`src/rtl/pipelined_rca_pkg.sv`:
```
// Shared constants and helpers for the pipelined ripple-carry adder.
package pipelined_rca_pkg;

    localparam int DEFAULT_WIDTH = 32;
    localparam int DEFAULT_CHUNK = 8;

    // An illegal chunk still yields one stage so declarations stay legal
    // while the top module reports the parameter error.
    function automatic int num_stages(input int width, input int chunk);
        if (chunk < 1) begin
            return 1;
        end
        return width / chunk;
    endfunction

endpackage

```
`src/rtl/pipelined_rca_chunk.sv`:
```
// rca_chunk: combinational CHUNK-bit ripple adder, one per pipeline stage.
// cmsb is the carry into the top bit, used for signed overflow.
module rca_chunk
    import pipelined_rca_pkg::*;
#(
    parameter int CHUNK = DEFAULT_CHUNK
) (
    input  logic [CHUNK-1:0] a,
    input  logic [CHUNK-1:0] b,
    input  logic             cin,
    output logic [CHUNK-1:0] sum,
    output logic             cout,
    output logic             cmsb
);

    logic [CHUNK:0] c;

    always_comb begin
        c    = '0;
        sum  = '0;
        c[0] = cin;
        for (int i = 0; i < CHUNK; i++) begin
            sum[i]   = a[i] ^ b[i] ^ c[i];
            c[i + 1] = (a[i] & b[i]) | (a[i] & c[i]) | (b[i] & c[i]);
        end
    end

    assign cout = c[CHUNK];
    assign cmsb = c[CHUNK-1];

endmodule

```
`src/rtl/pipelined_rca.sv`:
```
// Pipelined ripple-carry adder: one CHUNK-bit slice per stage, STAGES cycles
// of latency, one result per clock. Define PIPELINED_RCA_OVERFLOW_EN for ovf.
module pipelined_rca
    import pipelined_rca_pkg::*;
#(
    parameter int WIDTH = DEFAULT_WIDTH,
    parameter int CHUNK = DEFAULT_CHUNK
) (
    input  logic             clk,
    input  logic             rst,
    input  logic             in_valid,
    output logic             in_ready,
    input  logic [WIDTH-1:0] a,
    input  logic [WIDTH-1:0] b,
    input  logic             cin,
    output logic             out_valid,
    input  logic             out_ready,
    output logic [WIDTH-1:0] sum,
    output logic             cout
`ifdef PIPELINED_RCA_OVERFLOW_EN
    ,
    output logic             ovf
`endif
);

    localparam int STAGES = num_stages(WIDTH, CHUNK);

    if ((CHUNK < 1) || ((WIDTH % ((CHUNK < 1) ? 1 : CHUNK)) != 0)) begin : g_param_check
        $error("pipelined_rca: WIDTH (%0d) must be a positive multiple of CHUNK (%0d)",
               WIDTH, CHUNK);
    end

    // Handshake: a transfer happens on a clock edge where valid && ready.
    // valid never waits for ready; ready of a stage means "empty or the
    // stage after it moves this cycle", so in_ready combinationally follows
    // out_ready through the chain.
    logic [STAGES:0]   stage_ready;
    logic [STAGES-1:0] valid;
    logic [STAGES-1:0] carry;
    logic [WIDTH-1:0]  psum [STAGES];
    logic [WIDTH-1:0]  opa  [STAGES];
    logic [WIDTH-1:0]  opb  [STAGES];

    always_comb begin
        stage_ready         = '0;
        stage_ready[STAGES] = out_ready;
        for (int k = STAGES - 1; k >= 0; k--) begin
            stage_ready[k] = !valid[k] || stage_ready[k + 1];
        end
    end

    for (genvar k = 0; k < STAGES; k++) begin : g_stage
        logic             v_in;
        logic             c_in;
        logic [WIDTH-1:0] a_in;
        logic [WIDTH-1:0] b_in;
        logic [WIDTH-1:0] s_in;
        logic [CHUNK-1:0] chunk_sum;
        logic             chunk_cout;
        logic             chunk_cmsb;
        logic             v_q;
        logic             c_q;
        logic [WIDTH-1:0] s_q;
        logic [WIDTH-1:0] a_q;
        logic [WIDTH-1:0] b_q;

        if (k == 0) begin : g_head
            assign v_in = in_valid;
            assign c_in = cin;
            assign a_in = a;
            assign b_in = b;
            assign s_in = '0;
        end else begin : g_body
            assign v_in = valid[k-1];
            assign c_in = carry[k-1];
            assign a_in = opa[k-1];
            assign b_in = opb[k-1];
            assign s_in = psum[k-1];
        end

        rca_chunk #(
            .CHUNK (CHUNK)
        ) u_chunk (
            .a    (a_in[CHUNK-1:0]),
            .b    (b_in[CHUNK-1:0]),
            .cin  (c_in),
            .sum  (chunk_sum),
            .cout (chunk_cout),
            .cmsb (chunk_cmsb)
        );

        // Operands shift down so the next slice always sits at bit 0; the
        // partial sum shifts down so finished slices land in place at the end.
        always_ff @(posedge clk) begin
            if (rst) begin
                v_q <= 1'b0;
                c_q <= 1'b0;
                s_q <= '0;
                a_q <= '0;
                b_q <= '0;
            end else if (stage_ready[k]) begin
                v_q <= v_in;
                c_q <= chunk_cout;
                s_q <= (s_in >> CHUNK) | (WIDTH'(chunk_sum) << (WIDTH - CHUNK));
                a_q <= a_in >> CHUNK;
                b_q <= b_in >> CHUNK;
            end
        end

        assign valid[k] = v_q;
        assign carry[k] = c_q;
        assign psum[k]  = s_q;
        assign opa[k]   = a_q;
        assign opb[k]   = b_q;

`ifdef PIPELINED_RCA_OVERFLOW_EN
        if (k == STAGES - 1) begin : g_ovf
            logic ovf_q;

            always_ff @(posedge clk) begin
                if (rst) begin
                    ovf_q <= 1'b0;
                end else if (stage_ready[k]) begin
                    ovf_q <= chunk_cmsb ^ chunk_cout;
                end
            end

            assign ovf = ovf_q;
        end
`endif
    end

    assign in_ready  = stage_ready[0];
    assign out_valid = valid[STAGES-1];
    assign sum       = psum[STAGES-1];
    assign cout      = carry[STAGES-1];

endmodule
```
`config.mk`:
```
export PLATFORM = sky130hd
export DESIGN_NAME = pipelined_rca
export DESIGN_NICKNAME = d
export VERILOG_FILES = /design/src/rtl/pipelined_rca_pkg.sv /design/src/rtl/pipelined_rca_chunk.sv /design/src/rtl/pipelined_rca.sv
export SDC_FILE = /design/constraint.sdc
export NUM_CORES = 1
export LEC_CHECK = 0
export BUFFER_PORTS_ARGS = -buffer_cell sky130_fd_sc_hd__buf_4
export CAP_MARGIN = 25
export CORE_UTILIZATION = 40
export DETAILED_ROUTE_END_ITERATION = 12
export HOLD_SLACK_MARGIN = 0.06
export PLACE_DENSITY = 0.59
export SLEW_MARGIN = 30
export SYNTH_ARGS = -nofsm -noshare
export SYNTH_HDL_FRONTEND = slang
export SYNTH_SLANG_ARGS = --single-unit
```
`constraint.sdc`:
```
create_clock -name clk -period 7.85 [get_ports clk]
set_input_delay 1.57 -clock clk [delete_from_list [all_inputs] [get_ports clk]]
set_output_delay 1.57 -clock clk [all_outputs]
set_load 0.02 [all_outputs]
```
Word level (Yosys, flattened, before mapping)
Cells that the tools add are included.
{"block": "classes", "bitwise_logic": 227, "n_reduce_logical": 8}
{"cell": "AND 1 bit", "n": 96}
{"cell": "OR 24 x 32 -> 32 bit", "n": 3}
{"cell": "OR 1 bit", "n": 64}
{"cell": "XOR 1 bit", "n": 64}
{"cell": "logical NOT 1 bit", "n": 4}
{"cell": "logical OR 1 bit", "n": 4}
{"block": "totals", "register_bits": 208}

Depth between registers and ports, before layout
{"block": "logic_depth", "depth_word": 24, "depth_mapped": 12}

Cells and area by module
From an unflattened synthesis, not the netlist that was laid out.
{"block": "hier_totals", "cells_unflattened": 884, "area_unflattened_um2": 7295.7}
{"module": "pipelined_rca", "instances": 1, "cells_each": 812, "area_each_um2": 6505.0, "seq_area_each_um2": 3683.5}
{"module": "rca_chunk", "instances": 4, "cells_each": 18, "area_each_um2": 197.7, "seq_area_each_um2": 0.0}

Worst setup path before layout
OpenSTA, ideal clock, no wires.
{"block": "synth_timing", "path_kind": "in2reg", "startpoint": "input a[0]", "endpoint": "register g_stage[0].s_q[31]", "setup_ns": 0.086, "t_arrival_ns": 4.709, "t_required_ns": 7.764, "slack_ns": 3.055, "cell_stages": 12, "n_path_buf": 0, "cell_sequence": "inv_1 > fa_1 > inv_1 > fa_1 > fa_1 > fa_1 > fa_1 > fa_1 > fa_1 > inv_1 > fa_1 > a211oi_1"}
{"block": "synth_between", "elab_chain_len": 22, "word_cells_on_any_way": 29, "classes_between": "29 x bitwise"}
{"item": "start: declaration", "line": "pipelined_rca.sv:13", "rtl": "input logic [WIDTH-1:0] a,"}
{"item": "AND 1 bit", "line": "pipelined_rca_chunk.sv:24", "rtl": "c[i + 1] = (a[i] & b[i]) | (a[i] & c[i]) | (b[i] & c[i]);"}
{"item": "OR 1 bit (*) (2 in series)", "line": "pipelined_rca_chunk.sv:24"}
{"item": "AND 1 bit", "line": "pipelined_rca_chunk.sv:24"}
{"item": "OR 1 bit", "line": "pipelined_rca_chunk.sv:24"}
{"item": "OR 1 bit (*)", "line": "pipelined_rca_chunk.sv:24"}
{"item": "AND 1 bit", "line": "pipelined_rca_chunk.sv:24"}
{"item": "OR 1 bit", "line": "pipelined_rca_chunk.sv:24"}
{"item": "OR 1 bit (*)", "line": "pipelined_rca_chunk.sv:24"}
{"item": "[... 5 more ...]"}
{"item": "OR 1 bit (*)", "line": "pipelined_rca_chunk.sv:24"}
{"item": "AND 1 bit", "line": "pipelined_rca_chunk.sv:24"}
{"item": "OR 1 bit", "line": "pipelined_rca_chunk.sv:24"}
{"item": "OR 1 bit (*)", "line": "pipelined_rca_chunk.sv:24"}
{"item": "AND 1 bit", "line": "pipelined_rca_chunk.sv:24"}
{"item": "OR 1 bit", "line": "pipelined_rca_chunk.sv:24"}
{"item": "OR 1 bit (*)", "line": "pipelined_rca_chunk.sv:24"}
{"item": "XOR 1 bit (*)", "line": "pipelined_rca_chunk.sv:23", "rtl": "sum[i] = a[i] ^ b[i] ^ c[i];"}
{"item": "end signal: assignment", "line": "pipelined_rca.sv:104", "rtl": "s_q <= (s_in >> CHUNK) | (WIDTH'(chunk_sum) << (WIDTH - CHUNK));"}
{"item": "end: declaration", "line": "pipelined_rca.sv:63", "rtl": "logic [WIDTH-1:0] s_q;"}
Mark *: on every way between the ends. The rest lies on a longest branch, timed or not.
A chain may end at the register's enable or synchronous reset.

Final worst setup path
Same ends and word-level chain as after synthesis.

==> impl_results.md <==
* Status: finished, final reports clean
* Crit-path max FO at 1
* Worst Slack Setup Final at 3277 ps
* Relative slew margins at between 30% and 40%
* Chip Height at between 100 and 150 um
* Tmin final at ~4600 ps
* Hold Vio Cnt, Final at 0
* Postcts setup bufs at 0
* Setup WS pre-CTS at around 2800 ps
* Number of DRC markers in iteration 0 at between 400 and 500
* Sequential area share after synthesis at between 50% and 60%
* Core area at about 0.017 mm2
* Clock Pin Slew Worst Setup and Hold Paths at about 60 ps
* Design area at approximately 0.0086 mm2
* Max VDD drop at about 0.16 mV
* Slew of the pin with the lowest slew margin at ~960 ps
* Synth area leaders: dfxtp_1 (51%), nand2_1 (12%), a21oi_1 (12%)
* Max-Cap Viols at 0
* Layout cells sized above 1 at between 10% and 20%
* Final #Nets at 1,018
* Die footprint at between 0.015 and 0.02 mm2
* TritonRoute pass-1 iters at 5
* Global route overflow at 0
* Pwr dens at between 200 and 250 mW/mm2
* Endpoint class of the critical path: flip-flop
* Port Buffer Count at 103
* Initial antenna violation count at 0
* Number of synthesis warnings at 0
* Placer Congestion at between 0.7 and 0.8
* R2R setup slack at roughly 4100 ps
* Pin count of the biggest net entering global routing at between 100 and 150
* CTS tree: yes
* Hold_ws at 449.0 ps
* Arrival @ worst endpoint at 4910 ps
* Cts hold-fix bufs at 0
* Hold/Removal Path Class: flip-flop to flip-flop
* Insertion delay to the later sink of the worst-skew pair at between 400 and 500 ps
* Placed Area at roughly 0.0080 mm2
* Initial core utilization at approximately two fifths
* Crit start category: input port
* Io pins at 104
* Sum Neg Setup Slack at 0 ps
* Core Util, Final at 49.21%
* # diodes at 0
* Synth unique cells at 22
* Clock Skews at between 5 and 6 ps
* Seq cells post-synth at between 150 and 200
* Post-DRT Antenna Nets at 0
* Number of global-route vias before repair at ~5,100
* DR vias/cell at 4.905
* Syn nets at 958
* Num CTS Buffers at 17
* WL final at 16.16 mm
* Max-slew violation count at 0
* Post-cts resize count at 0
* Setup Crit Path Kind: input port to flip-flop
* CTS Sinks at between 150 and 200
* Rows at 48
* RSZ-0062 raised after global routing: false
* Synthesized area per cell at 8.427 um2
* Mapped Cells at roughly 860
* Top cell type's share of synthesized area at approximately 50%
* Pleak at roughly 3.3 nW
* Clock Path Buffers at 2
* Post-synthesis cell area at 0.007222 mm2
* Total global-route track usage at around 18%
* Area grow syn2layout at 19.09%
* DRC Markers at 0
* Highest Clock Rate at about 0.22 GHz
* Worst EP required at ~8200 ps
* DIE WIDTH at about 140 um
* Vias at roughly 5,700
* CTS root buf: clkbuf_16
* Global-route wire length before repair at roughly 26 mm
* CTS H-tree lvls at 4
* Final Cycle Share at roughly three fifths
* Final setup fails at 0
* Routed len/inst at about 14 um
* Synth area leader: dfxtp_1
* Hpwl dp at 10.03 mm
## cell usage in the layout, fill, tap and decap left out
cell type,instances
nand2b_1,1
nand3b_1,1
inv_2,1
and3b_1,1
nand3_1,54
a21oi_1,170
buf_6,2
inv_1,28
clkinvlp_4,4
o21ai_0,54
nor3_1,3
inv_6,1
clkinv_2,1
buf_4,109
nand4b_1,1
nand2_1,228
clkbuf_1,2
nor2_1,14
nand2_2,1
nor2b_2,1
clkbuf_8,4
and4b_4,1
a211oi_1,12
clkbuf_16,17
clkinv_4,2
fa_1,32
dfxtp_1,183
dfxtp_2,1
bufinv_16,1
## logic make-up after synthesis
kind of cell	Yosys count	share of synthesized area [%]
AND/OR/NAND/NOR	306	17.27
AO/OA/AOI/OAI	236	16.77
flip-flops	184	51.00
buffers and inverters	99	6.081
adder cells (fa/ha/maj)	32	8.870
## sequential cells by signal, indices dropped and copies added, names as in the netlist
register / cells
sum: 32
cout: 1
g_stage.s_q: 48
g_stage.v_q: 3
out_valid: 1
g_stage.b_q: 48
g_stage.c_q: 3
g_stage.a_q: 48
## layout make-up
cell class	count	area [um2]
fillers	1749	8876
inverters	29	108.9
clock buffers	23	488.0
multi-input cells	574	3105
flip-flops and latches	184	3685
well taps	225	281.5
clock inverters	9	91.34
repair buffers	111	840.8
## critical path: stages
cell and delay, ps:
buf_4 110, inv_1 70, fa_1 170, inv_1 50, fa_1 370, fa_1 400
fa_1 390, fa_1 390, fa_1 380, fa_1 360, inv_1 70, fa_1 400
a211oi_1 190
## synth_stat cells
cell type and instances:
a211oi_1 12, a21oi_1 170, and3b_1 1, and4b_1 1, buf_1 2, buf_2 21, buf_4 11, clkbuf_1 36
dfxtp_1 184, fa_1 32, inv_1 28, inv_2 1, nand2_1 228, nand2_2 1, nand2b_1 1, nand3_1 54
nand3b_1 1, nand4b_1 1, nor2_1 14, nor2b_1 1, nor3_1 3, o21ai_0 54
## path summary, 6_finish.rpt
kind	from	endpoint	depth (start not counted)
worst min-delay path	sum[18]	sum[18]	2
worst max register to register	g_stage[0].c_q	g_stage[1].s_q[31]	12
worst min register to register	sum[18]	sum[18]	2
worst max-delay path	a[0]	g_stage[0].s_q[31]	13
## report_power, final
group | internal (mW) | switching, mW | total [mW] | leakage (nW)
clock network | 0.472 | 0.358 | 0.830 | 0.272
registers | 0.983 | 0.0282 | 1.01 | 1.51
logic | 0.0676 | 0.0825 | 0.150 | 1.53
## per-layer routing
layer / part of all wire, % / track usage (%) / wire length (um) / vias up
met5: 0 / 0 / 0 / -
met4: 1.2 / 5.926 / 193 / 0
met3: 4.0 / 3.579 / 645 / 13
met2: 42 / 24.48 / 6799 / 114
met1: 53 / 28.14 / 8519 / 2602
li1: - / - / - / 2936
## per-stage QoR
step                std cells  total power, mW
finish                   1155            1.992
global route             1155            2.075
CTS                      1155            2.013
detailed placement       1123            1.183
global placement         1123            1.181
floorplan                 857            1.114
Power figures use the tool's default switching activity.
